[src/rtl/graphic_instruction_queue.sv]
// graphic_instruction_queue: frame-synchronous command FIFO between the CPU and the GPU.
// The processor may write instructions at any time. Exactly one instruction is
// released per video frame, at the falling edge of V_SYNC, and it is held on
// INSTRUCTION until the next release.
// Ports:
//   CLK, RST      clock, synchronous active-high reset
//   WR_EN/WR_DATA processor write strobe and instruction
//   CLR           flush of queue contents and the overflow flag
//   V_SYNC        active-low vertical sync from the VGA controller
//   INSTRUCTION   applied instruction; INSTR_STROBE pulses when it changes
//   INSTR_VALID   an instruction has been applied since reset
//   FULL/EMPTY/COUNT queue occupancy; OVERFLOW sticky dropped-write flag
module graphic_instruction_queue #(
   parameter int unsigned DEPTH = 16,
   parameter int unsigned WIDTH = 32
) (
   input  logic                     CLK,
   input  logic                     RST,
   input  logic                     WR_EN,
   input  logic [WIDTH-1:0]         WR_DATA,
   input  logic                     CLR,
   input  logic                     V_SYNC,
   output logic [WIDTH-1:0]         INSTRUCTION,
   output logic                     INSTR_STROBE,
   output logic                     INSTR_VALID,
   output logic                     FULL,
   output logic                     EMPTY,
   output logic [$clog2(DEPTH):0]   COUNT,
   output logic                     OVERFLOW
);

   localparam int unsigned PW = $clog2(DEPTH);
   localparam int unsigned CW = PW + 1;

   typedef enum logic [1:0] {
      S_IDLE  = 2'd0,
      S_ARMED = 2'd1,
      S_LOAD  = 2'd2
   } state_t;

   state_t           state;
   logic [WIDTH-1:0] mem [DEPTH];
   logic [PW-1:0]    wp;
   logic [PW-1:0]    rp;
   logic             vs_d;
   logic             frame_edge;
   logic             wr_accept;
   logic             pop;
   logic [CW-1:0]    count_next;

   // Edge detect, write acceptance (against registered FULL) and occupancy update
   always_comb begin
      frame_edge = vs_d & ~V_SYNC;
      wr_accept  = WR_EN & ~FULL;
      pop        = (state == S_LOAD);
      count_next = COUNT + CW'(wr_accept) - CW'(pop);
   end

   // Storage array; not reset, contents are only meaningful between WP and RP
   always_ff @(posedge CLK) begin
      if (!RST && !CLR && wr_accept) begin
         mem[wp] <= WR_DATA;
      end
   end

   // Control: pointers, occupancy flags, release FSM and output registers
   always_ff @(posedge CLK) begin
      if (RST) begin
         state        <= S_IDLE;
         wp           <= '0;
         rp           <= '0;
         vs_d         <= 1'b1;
         COUNT        <= '0;
         EMPTY        <= 1'b1;
         FULL         <= 1'b0;
         OVERFLOW     <= 1'b0;
         INSTRUCTION  <= '0;
         INSTR_STROBE <= 1'b0;
         INSTR_VALID  <= 1'b0;
      end else begin
         vs_d         <= V_SYNC;
         INSTR_STROBE <= 1'b0;
         if (CLR) begin
            // Flush cancels any write or pop; the displayed instruction stays
            state    <= S_IDLE;
            wp       <= '0;
            rp       <= '0;
            COUNT    <= '0;
            EMPTY    <= 1'b1;
            FULL     <= 1'b0;
            OVERFLOW <= 1'b0;
         end else begin
            if (wr_accept) begin
               wp <= wp + PW'(1);
            end
            if (WR_EN && FULL) begin
               OVERFLOW <= 1'b1;
            end
            if (pop) begin
               INSTRUCTION  <= mem[rp];
               rp           <= rp + PW'(1);
               INSTR_STROBE <= 1'b1;
               INSTR_VALID  <= 1'b1;
            end
            COUNT <= count_next;
            EMPTY <= (count_next == '0);
            FULL  <= (count_next == CW'(DEPTH));

            case (state)
               // Frame edges seen with nothing queued are dropped, not remembered
               S_IDLE:  if (count_next != '0) state <= S_ARMED;
               S_ARMED: if (frame_edge) state <= S_LOAD;
               S_LOAD:  state <= (count_next != '0) ? S_ARMED : S_IDLE;
               default: state <= S_IDLE;
            endcase
         end
      end
   end

endmodule

[config.mk]
export PLATFORM = sky130hd
export DESIGN_NAME = graphic_instruction_queue
export DESIGN_NICKNAME = d
export VERILOG_FILES = /design/src/rtl/graphic_instruction_queue.sv
export SDC_FILE = /design/constraint.sdc
export NUM_CORES = 1
export LEC_CHECK = 0
export CORE_MARGIN = 1.5
export CORE_UTILIZATION = 65
export CTS_CLUSTER_DIAMETER = 150
export DETAILED_ROUTE_END_ITERATION = 8
export HOLD_SLACK_MARGIN = 0.03
export MAX_ROUTING_LAYER = met4
export PLACE_DENSITY_LB_ADDON = 0.08
export RECOVER_POWER = 50
export REMOVE_ABC_BUFFERS = 1
export SETUP_SLACK_MARGIN = 0.3
export SLEW_MARGIN = 20
export SYNTH_ARGS = -nofsm -noshare
export SYNTH_HDL_FRONTEND = slang
export SYNTH_SLANG_ARGS = --single-unit
[constraint.sdc]
create_clock -name CLK -period 9.1 [get_ports CLK]
set_input_delay 1.365 -clock CLK [delete_from_list [all_inputs] [get_ports CLK]]
set_output_delay 1.365 -clock CLK [all_outputs]
set_load 0.03 [all_outputs]
---- After elaboration in Yosys (flattened, before gate mapping) ----
Memories as Yosys holds them, arrays and structs flattened. A register that Yosys moved wholly into a read port is not among the register bits.
Cells that the tools add are included.
W data, S select, Z words.
storage, ports and cells
  flip-flop bits (word level) ............. 21
  bits in latches ......................... 0
  bits in writable memories ............... 512
  bits in read-only memories .............. 0
  bits of input ports ..................... 37
  output and inout bits ................... 42
  word-level logic and storage cells ...... 43
  memories ................................ 1
memory list
  name  words  width  read ports  clocked after memory_dff  write ports  line  RTL
  mem   16     32     1           1                         1            42    logic [WIDTH-1:0] mem [DEPTH];
cells by class
  add/subtract/negate cells ............... 4
  $mul .................................... 0
  divide/modulo/power cells ............... 0
  order comparisons ....................... 0
  equal/unequal tests ..................... 5
  shift operators ......................... 0
  muxes and demuxes ....................... 7
  bitwise logic cells ..................... 5
  reduce and logical (&&, ||, !) cells .... 11
operators with widths
  kind                   number
  $add A4 B1 Y4 const B  2
  $pmux W2 S3            1
  $add A5 B1 Y5          1
  $eq A5 B5 Y1 const B   1
  $logic_not A5 Y1       1
  $reduce_bool A5 Y1     1
  $sub A5 B1 Y5          1
  $mux W1                4
  $mux W2                2
  $ne A2 B2 Y1 const B   2
  $reduce_and A2 Y1      2
  $logic_and A1 B1 Y1    3
  $not A1 Y1             3
  $and A1 B1 Y1          2
  $eq A2 B1 Y1 const B   1
  $eq A2 B2 Y1 const B   1
  $logic_not A1 Y1       2
  $logic_not A2 Y1       1
  $reduce_or A2 Y1       1

---- Depth between registers and ports, before layout ----
Gate-level depths: netlist of run 1.
  depth after elaboration ................. 7
  depth in mapped cells ................... 10
  gate-level depth less buffers ........... 9

---- Least setup slack after synthesis of run 1 ----
No wires, ideal clock.
  path kind ............................... input -> register
  from .................................... input CLR
  to ...................................... memory mem[0][0] (enable)
  setup time .............................. 0.421 ns
  data arrival time ....................... 3.558 ns
  data required time ...................... 8.679 ns
  slack ................................... 5.121 ns
  stages .................................. 4
  buffers on the path ..................... 1
  cells stage by stage .................... or2_2 clkbuf_1 or3_1 nor2_1
between the ends
  word-level cells in the longest chain between the ends .. 5
RTL lines
  what                              line  RTL
  from (decl)                       21    input logic CLR,
  $logic_not A1 Y1                  61    if (!RST && !CLR && wr_accept) begin
  $logic_and A1 B1 Y1 (2 in a row)  61
  $mux W1                           61
  $mux W1 (implied by the code)     62    mem[wp] <= WR_DATA;
  to (decl)                         42
Every way passes these cells.

---- Worst setup path in the final report of run 1 ----
  from .................................... input WR_EN
  to ...................................... register state[0]
between the ends
  word-level cells in the longest chain between the ends .. 6
  elaborated cells on any way between the ends .. 8
  classes of those cells .................. 2 x add/sub; 1 x eq/ne; 2 x mux; 1 x bitwise; 2 x reduce/logical
RTL lines
  what                                                     line      RTL
  from (decl)                                              19        input logic WR_EN,
  $and A1 B1 Y1 *                                          54        wr_accept = WR_EN & ~FULL;
  $add A5 B1 Y5 *                                          56        count_next = COUNT + CW'(wr_accept) - CW'(pop);
  $sub A5 B1 Y5 *                                          56
  $reduce_bool A5 Y1 *                                     111, 113
  $mux W1 / $ne A2 B2 Y1 (equally long branches)           -
  $pmux W2 S3 / $reduce_and A2 Y1 (equally long branches)  -
  to (signal assigned)                                     113       S_LOAD: state <= (count_next != '0) ? S_ARMED : S_IDLE;
  to (decl)                                                41        state_t state;
Mark *: on every way between the ends. The rest lies on a longest branch, timed or not.
A chain may end at the register's enable or synchronous reset.

==> out/qor.yml, run 1 <==
final_common_cell: "edfxtp_1"
peakVddDrop_mv: 0.1852
die_w_microns: 184.0
p_sw_uw: 980.2
avgSynthCellArea_sq_um: 20.34
antenna_found_initial: 0
grt_pass1_vias: 10846
pin_count: 79
post-synth-top-area-fraction: 0.7219
relSlewSlack: 0.2345
finalCritPeriodShare: 0.4261
drt_iter0_markers: 1105
synth-seq-cells: 565
dp_hpwl_microns: 22360
drtPass1Iterations: 6
crit_path_max_fanout: 10
area.growth.synth_to_final_pct: 15.07
yosys_most_used_dff: "edfxtp_1"
crit_arrival_ns: 4.30
synthDistinctLibCells: 35
wl_met1_microns: 17440
drc_errors: 0
met2WireLength_microns: 22300
ys_seq_area_frac: 0.7718
endpoint_kind: "flop"
hold_viol_final: 0
power_uw: 5054
grtUsageTotal: 0.2758
setup_viol: 0
p_int_uw: 4073
cts_made_buffers: 54
viasPerCell: 6.351
clock_sinks: 565
synthArstFlopShare: 0
gp_congestion: 0.7626
root_buffer: "clkbuf_16"
syn_area_sq_um: 21300
rows: 66
wl_per_cell_microns: 26.51
synth.top_cells.by_area: "edfxtp_1 72%, mux4_2 14%, dfxtp_1 5.0%"
grt_pass1_wl_microns: 65440
max_freq_mhz: 257.9
htreeDepth: 2
status: "complete, no violations"
drv_cap: 0
num_antenna_cells: 0
worstMarginPinSlew_ns: 1.146
synth_edf_count: 512
clkTransAtPathRegs_ns: 0.06
grt_overflow: 0
syn_inst: 1047
clockBufferDepth: 3
seq_power_share: 0.562
clkLatencyLatePin_ns: 0.58
period_needed_ns: 3.878
yosys_warnings: 0
vias: 10397
finClkSkew_ns: 0.02138
synth_top_area_cell: "edfxtp_1"
rsz0062_at_grt: "no"
wirelength_microns: 43390
final_nets: 1196
final_cell_mix: "512 x edfxtp_1, 136 x nand2_1, 128 x mux4_2, 68 x dlygate4sd3_1, 57 x clkbuf_16"
wl_met3_microns: 2725
post_cts_buffers: 0
start_util: 0.6579
highest_layer: "met4"
drive_above_1_share: 0.2084
grt_max_degree: 89
swShare: 0.1940
tns_ns: 0
hp-class: "reg2reg"
combPwrFrac: 0.021
pwr-share-clk: 0.417
cellPowerDensity_nw_per_um2: 206.2
dieArea_sq_um: 33860
path_class: "in2reg"
cts_resized: 0
core_sq_um: 32370
leakagePower_uw: 0.007865
die-height_microns: 184.0
portBuffers: 78
cts_tree: "built"
slew_viol_final: 0
cts-hold-fix-buffers: 0
final_antenna_net_count: 0
startpoint_type: "input pin"
cp.required_ns: 9.52
worst max-delay path, cell delays in order:
cell	delay [ns]
dlygate4sd3_1	0.54
nor2b_1	0.57
nand2b_1	0.26
nand2_1	0.07
ha_1	0.22
fa_1	0.43
xnor2_1	0.22
nor3b_1	0.30
o221a_2	0.26
o31ai_1	0.06
cell usage after synthesis, types with 2 or more instances:
cell type,n
edfxtp_1,512
nand2_1,136
mux4_2,128
dfxtp_1,53
nor2_1,36
a221o_1,32
clkbuf_1,27
a21oi_1,22
a22o_1,17
buf_6,10
inv_1,10
ha_1,9
buf_2,8
nand3_1,5
xnor2_1,5
buf_1,4
nand2b_1,4
buf_4,3
or2_2,3
xor2_1,3
and2_1,2
and3_1,2
nand4_1,2
nor2b_1,2
nor3_4,2
state kept, by name (all words and copies together) (netlist names), 2 cells and up:
register,cells
wp,4
state,2
rp,4
COUNT,5
INSTRUCTION,32
mem,512
layout make-up:
cell class / count / area [sq um]
Clock buffer: 77 / 1541
Sequential cell: 565 / 16440
Timing Repair Buffer: 98 / 1124
Inverter: 10 / 37.54
Clock inverter: 25 / 138.9
Tap cell: 442 / 553.0
Fill cell: 1821 / 7865
Multi-Input combinational cell: 420 / 4667
worst paths after layout:
kind,start,to,slack [ns],depth (start not counted)
worst max-delay path,WR_EN,state[0]$_SDFFE_PP0P_,5.22,10
worst min-delay path,OVERFLOW$_SDFFE_PP0P_,OVERFLOW$_SDFFE_PP0P_,0.47,2
worst max register to register,rp[1]$_SDFFE_PP0N_,INSTRUCTION[31]$_SDFFE_PP0P_,5.79,6
worst min register to register,OVERFLOW$_SDFFE_PP0P_,OVERFLOW$_SDFFE_PP0P_,0.47,2
kinds of logic after synthesis:
logic type               after synthesis  share of synthesized area
flip-flops                           565                     0.7718
AND/OR/NAND/NOR                      201                    0.03983
multiplexers                         128                     0.1354
AO/OA/AOI/OAI                         73                    0.02808
buffers and inverters                 62                    0.01545
adder cells (fa/ha/maj)               10                   0.006228
XOR/XNOR                               8                   0.003290
power by group through the flow:
stage	Combinational [uW]	Sequential, uW	Clock [uW]
floorplan	34.2	2900	0
global placement	101	2900	0
detailed placement	105	2900	0
CTS	105	2840	2130
global route	113	2840	2230
finish	105	2840	2110
stage by stage:
stage          utilization  area (sq um)  std cells  setup slack, ns  hold slack [ns]
6_report            0.7570         24510       1637            5.222           0.4663
5_1_grt             0.7570         24510       1637            4.967           0.4969
4_1_cts             0.7502         24290       1629            5.391           0.4757
3_5_place_dp        0.6983         22610       1527            4.791           0.4617
3_3_place_gp        0.6975         22580       1526            4.854           0.4584
2_1_floorplan            -         21010        995            2.483           0.4397
per-layer routing:
layer	up-vias	global-route usage
met3	68	0.04358
met2	434	0.4418
met4	0	0.07770
met1	5448	0.3768
met5	-	-
li1	4447	-
Note: power is estimated with default switching activity, not from simulation.
==> inputs of run 2 (changes only) <==
Settings changed: CORE_UTILIZATION 65 to 60.
Clock period 9.1 ns to 4.1 ns, I/O delays scaled along.
==> run 2 against run 1 <==
Effect of this change:
- total power up 130%
- sequential power up 120%
- largest power group unchanged
- register-to-register slack worse by 4.3 ns
- via count up 0.67%
- global-route usage down 0.39 points
- die area up 8.2%
- largest cell class unchanged
- core utilization down 4.5 points
- sequential cell count unchanged
- combinational power up 130%
- non-clock buffer count up 20
==> out/qor.yml, run 2 (synthesized netlist as in run 1, its figures left out) <==
cpPeakStageDelay_ns: 0.64  # +0.07 ns
dp_slack_ns: 0.7424  # -4.048 ns
finClkSkew_ns: 0.01748  # -0.003899 ns
gp_congestion: 0.7566  # -0.79%
post_cts_buffers: 0  # unchanged
layout_setup_ws_ns: 1.011  # -4.211 ns
clockBufferDepth: 3  # unchanged
dieArea_sq_um: 36630  # +8.2%
path_class: "in2reg"
regMostFlops: "mem"
final_cell_mix: "512 x edfxtp_1, 136 x nand2_1, 128 x mux4_2, 65 x dlygate4sd3_1, 57 x clkbuf_16"
holdPathStages: 2  # unchanged
cts_tree: "built"
rsz0062_at_grt: "no"
r2r_setup_slack_ns: 1.46  # -4.33 ns
final_nets: 1216  # +1.7%
dp_hpwl_microns: 27320  # +22%
final_cells: 1670  # +2.0%
slew_viol_final: 0  # unchanged
crit_family: "simple AND/OR/NAND/NOR gates"
drc_errors: 0  # unchanged
max_freq_mhz: 323.7
worstPathCellList: "dlygate4sd3_1, or2_0, or3_1, nor2_4, buf_4"
cts_made_buffers: 54  # unchanged
tns_ns: 0  # unchanged
clock_sinks: 565  # unchanged
root_buffer: "clkbuf_16"
core_sq_um: 34710  # +7.2%
final_common_cell: "edfxtp_1"
hold_viol_final: 0  # unchanged
pin_count: 79  # unchanged
cp.required_ns: 4.37  # -5.15 ns
dp.cells: 1567  # +2.6%
leakagePower_uw: 0.007985  # +1.5%
drv_cap: 0  # unchanged
drt_iter0_markers: 950  # -14%
largest_reg_flops: 512  # unchanged
hold_start: "INSTR_VALID$_SDFFE_PP0P_"
grtUsageTotal: 0.2718  # -0.003920
largestRegisters: "mem: 512 flops, INSTRUCTION: 32 flops, COUNT: 5 flops"
drtPass1Iterations: 7  # +1
vias: 10467  # +0.67%
grt_pass1_wl_microns: 68880  # +5.3%
grt_max_degree: 51  # -43%
endpoint_kind: "flop"
setup_viol: 0  # unchanged
startpoint_type: "input pin"
wirelength_microns: 45710  # +5.3%
grt_overflow: 0  # unchanged
reg2reg_depth: 10  # +4
crit_path_max_fanout: 18  # +8
peakVddDrop_mv: 0.3859  # +110%
hp-class: "reg2reg"
cts-hold-fix-buffers: 0  # unchanged
finalCritPeriodShare: 0.7534
cts_resized: 0  # unchanged
cellPowerDensity_nw_per_um2: 467.4  # +130%
htreeDepth: 2  # unchanged
area.growth.synth_to_final_pct: 16.09
worstMarginPinSlew_ns: 0.9960  # -0.1495 ns
path_buf_inv: 2  # +1
num_antenna_cells: 0  # unchanged
grt_pass1_vias: 10624  # -2.0%
relSlewSlack: 0.3360  # +0.1015
final_antenna_net_count: 0  # unchanged
period_needed_ns: 3.089
drive_above_1_share: 0.2222  # +0.01385
die_w_microns: 191.4  # +4.0%
portBuffers: 78  # unchanged
rr_startpoint: "FULL$_SDFF_PP0_"
holdPathEnd: "INSTR_VALID$_SDFFE_PP0P_"
status: "complete, no violations"
rows: 68  # +3.0%
viasPerCell: 6.268  # -1.3%
clkTransAtPathRegs_ns: 0.06  # about the same
crit_arrival_ns: 3.36  # -0.94 ns
antenna_found_initial: 0  # unchanged
die-height_microns: 191.4  # +4.0%
reg2reg_to: "state[0]$_SDFFE_PP0P_"
clkLatencyLatePin_ns: 0.58  # about the same
wl_per_cell_microns: 27.37  # +3.2%
slowest_stage: "or3_1"
start_util: 0.6135  # -0.04439
-- run 2: changes by cell type in the layout (fill, tap and decap cells not counted), sizes merged --
cell,previous run,this run
buf,20,39
clkinv,23,13
clkbuf,77,84
bufinv,1,5
dlygate4sd3,68,65
clkdlybuf4s50,10,13
-- run 2: metal layers --
layer  part of all wire  track usage  vias to the layer above
li1                   -            -                     4491
met1               0.42       0.3791                     5550
met2               0.51       0.4359                      363
met3              0.056      0.03598                       63
met4              0.020      0.06460                        0
met5                  0            -                        -
-- run 2: worst max-delay path by stage --
stage	from	endpoint	depth (start not counted)
floorplan	rp[0]$_SDFFE_PP0N_	INSTRUCTION[0]$_SDFFE_PP0P_	3
global placement	RST	mem[3][3]$_DFFE_PP_	5
detailed placement	RST	mem[3][0]$_DFFE_PP_	5
CTS	RST	mem[3][1]$_DFFE_PP_	5
global route	RST	mem[3][3]$_DFFE_PP_	5
finish	RST	mem[3][27]$_DFFE_PP_	5
-- run 2: per-stage QoR --
step                      hold slack (ns)  power (uW)  instance area (sq um)  utilization
after global placement             0.4618        6678                  22890       0.6595
final                              0.4679       11560                  24720       0.7122
after global routing               0.5024       11860                  24720       0.7122
after floorplan                    0.4397        6518                  21010            -
after CTS                          0.4796       11630                  24700       0.7115
after detailed placement           0.4704        6685                  22890       0.6595
-- run 2: cell type report --
type,count,area (sq um)
tap,455,569.3
timing repair buffer,118,1197
inverter,10,37.54
multi-input combinational,420,4667
fill,2116,9990
sequential,565,16440
clock inverter,19,214.0
clock buffer,83,1594
-- run 2: where the power goes --
group / total, uW / switching (uW) / internal [uW] / leakage (uW)
Combinational: 246 / 168 / 78.4 / 0.00207
Clock: 5000 / 2020 / 2980 / 0.000880
Sequential: 6310 / 10.9 / 6300 / 0.00504
-- run 2: worst min-delay path: cells and delay by family, from the launching register on --
kind,cells,cell delay [ns]
simple gates,2,0.11
flops,1,0.32
==> inputs of run 3 (changes only) <==
Settings changed: CORE_UTILIZATION 60 to 55.
Clock period 4.1 ns to 2.55 ns, I/O delays scaled along.
==> run 3 against run 2 <==
Effect of this change:
- routed wire length down 3.1%
- sequential power up 60%
- clock power up 49%
==> out/qor.yml, run 3 (synthesized netlist as in run 1, its figures left out) <==
startpoint_type: "flop"
crit_family: "simple AND/OR/NAND/NOR gates"
endpoint_kind: "flop"
antenna_found_initial: 3  # +3
tns_ns: 0  # unchanged
dieArea_sq_um: 39910  # +8.9%
area.growth.synth_to_final_pct: 18.08
cts-hold-fix-buffers: 0  # unchanged
worstMarginPinSlew_ns: 0.7921  # -0.2039 ns
final_antenna_net_count: 0  # unchanged
vias: 10406  # -0.58%
cellPowerDensity_nw_per_um2: 715.5  # +53%
peakVddDrop_mv: 0.6435  # +67%
largestRegisters: "mem: 512 flops, INSTRUCTION: 32 flops, COUNT: 5 flops"
design_area_sq_um: 25150  # +1.7%
rr_startpoint: "FULL$_SDFF_PP0_"
core_sq_um: 37930  # +9.3%
final_cell_mix: "512 x edfxtp_1, 136 x nand2_1, 128 x mux4_2, 57 x clkbuf_16, 50 x dfxtp_1"
path_class: "reg2reg"
pwr-share-clk: 0.415  # -0.018
drt_iter0_markers: 787  # -17%
hp-class: "in2reg"
drc_errors: 0  # unchanged
num-fill-cells: 2548  # +20%
dpl_cell_area_sq_um: 23500  # +2.7%
leakagePower_uw: 0.008018  # +0.42%
dp.cells: 1650  # +5.3%
wirelength_microns: 44270  # -3.1%
period_needed_ns: 2.174
startpoint: "FULL$_SDFF_PP0_"
grt_max_degree: 57  # +12%
post_cts_buffers: 0  # unchanged
regMostFlops: "mem"
finalCritPeriodShare: 0.8526
status: "complete, no violations"
path_buf_inv: 3  # +1
setup_viol: 0  # unchanged
largest_reg_flops: 512  # unchanged
slew_viol_final: 0  # unchanged
hold_start: "V_SYNC"
worstPathCellList: "nor2b_1, clkbuf_4, clkbuf_1, nand2_1, nor2_1, buf_12"
die_w_microns: 199.8  # +4.4%
pin_count: 79  # unchanged
gp_congestion: 0.7473  # -1.2%
clock_sinks: 565  # unchanged
finClkSkew_ns: 0.01585  # -0.001627 ns
grt_pass1_wl_microns: 66960  # -2.8%
combPwrFrac: 0.021  # about the same
root_buffer: "clkbuf_16"
grtUsageTotal: 0.2417  # -0.03009
drv_cap: 0  # unchanged
p_sw_uw: 3548  # +61%
crit_arrival_ns: 2.46  # -0.90 ns
relSlewSlack: 0.4719  # +0.1360
cts_tree: "built"
final_nets: 1244  # +2.3%
portBuffers: 78  # unchanged
final_cells: 1756  # +5.1%
die-height_microns: 199.8  # +4.4%
final_common_cell: "edfxtp_1"
htreeDepth: 2  # unchanged
slowest_stage: "nor2_1"
clkTransAtPathRegs_ns: 0.06  # about the same
viasPerCell: 5.926  # -5.5%
cts_made_buffers: 56  # +3.7%
rows: 71  # +4.4%
drive_above_1_share: 0.2343  # +0.01208
crit_path_max_fanout: 18  # unchanged
dp_hpwl_microns: 25530  # -6.6%
cpPeakStageDelay_ns: 0.39  # -0.25 ns
p_int_uw: 14450  # +54%
grt_overflow: 0  # unchanged
max_freq_mhz: 459.9
cp.required_ns: 2.84  # -1.53 ns
wl_per_cell_microns: 25.21  # -7.9%
drtPass1Iterations: 4  # -3
hold_viol_final: 0  # unchanged
utilization: 0.6629  # -0.04930
clkLatencyLatePin_ns: 0.60  # +0.02 ns
power_uw: 17990  # +56%
start_util: 0.5614  # -0.05207
swShare: 0.1972  # +0.006872
seq_power_share: 0.563  # +0.017
grt_pass1_vias: 10812  # +1.8%
rsz0062_at_grt: "no"
clockBufferDepth: 3  # unchanged
run 3: power by group through the flow:
stage	logic (uW)	registers [uW]	clock network [uW]
detailed placement	395	10300	0
global placement	385	10300	0
CTS	396	10100	7620
floorplan	122	10400	0
global route	417	10100	7970
finish	381	10100	7470
run 3: path summary, 6_finish.rpt:
| kind | slack (ns) | cells after the start | endpoint |
|---|---|---|---|
| worst max-delay path | 0.38 | 6 | mem[9][29]$_DFFE_PP_ |
| worst min-delay path | 0.41 | 2 | vs_d$_SDFF_PP1_ |
| worst max register to register | 0.38 | 6 | mem[9][29]$_DFFE_PP_ |
| worst min register to register | 0.48 | 2 | INSTR_VALID$_SDFFE_PP0P_ |
run 3: area by class of cell:
cell class / instances / area (sq um) / share of cell area
repair buffers: 144 / 1699 / 0.06757
flip-flops and latches: 565 / 16440 / 0.6539
diodes: 3 / 7.507 / 0.0002985
clock inverters: 26 / 128.9 / 0.005125
inverters: 10 / 37.54 / 0.001493
well taps: 511 / 639.4 / 0.02543
clock buffers: 77 / 1531 / 0.06090
multi-input cells: 420 / 4658 / 0.1852
run 3: what timing repair did:
action,CTS,global route
endpoints found under the hold margin,0,0
endpoints found under the setup margin,0,3
gates resized for setup,0,4
run 3: routing by layer:
| metal | share of wire | track usage |
|---|---|---|
| met5 | 0 | - |
| met4 | 0.015 | 0.05096 |
| met1 | 0.42 | 0.3246 |
| met2 | 0.51 | 0.3940 |
| met3 | 0.055 | 0.04351 |
run 3: through the flow:
stage | worst slack, ns | hold slack [ns]
finish | 0.3758 | 0.4127
global route | 0.2597 | 0.4276
CTS | 0.3048 | 0.3743
detailed placement | -0.2539 | 0.4634
global placement | -0.1424 | 0.4561
floorplan | -4.067 | 0.4397
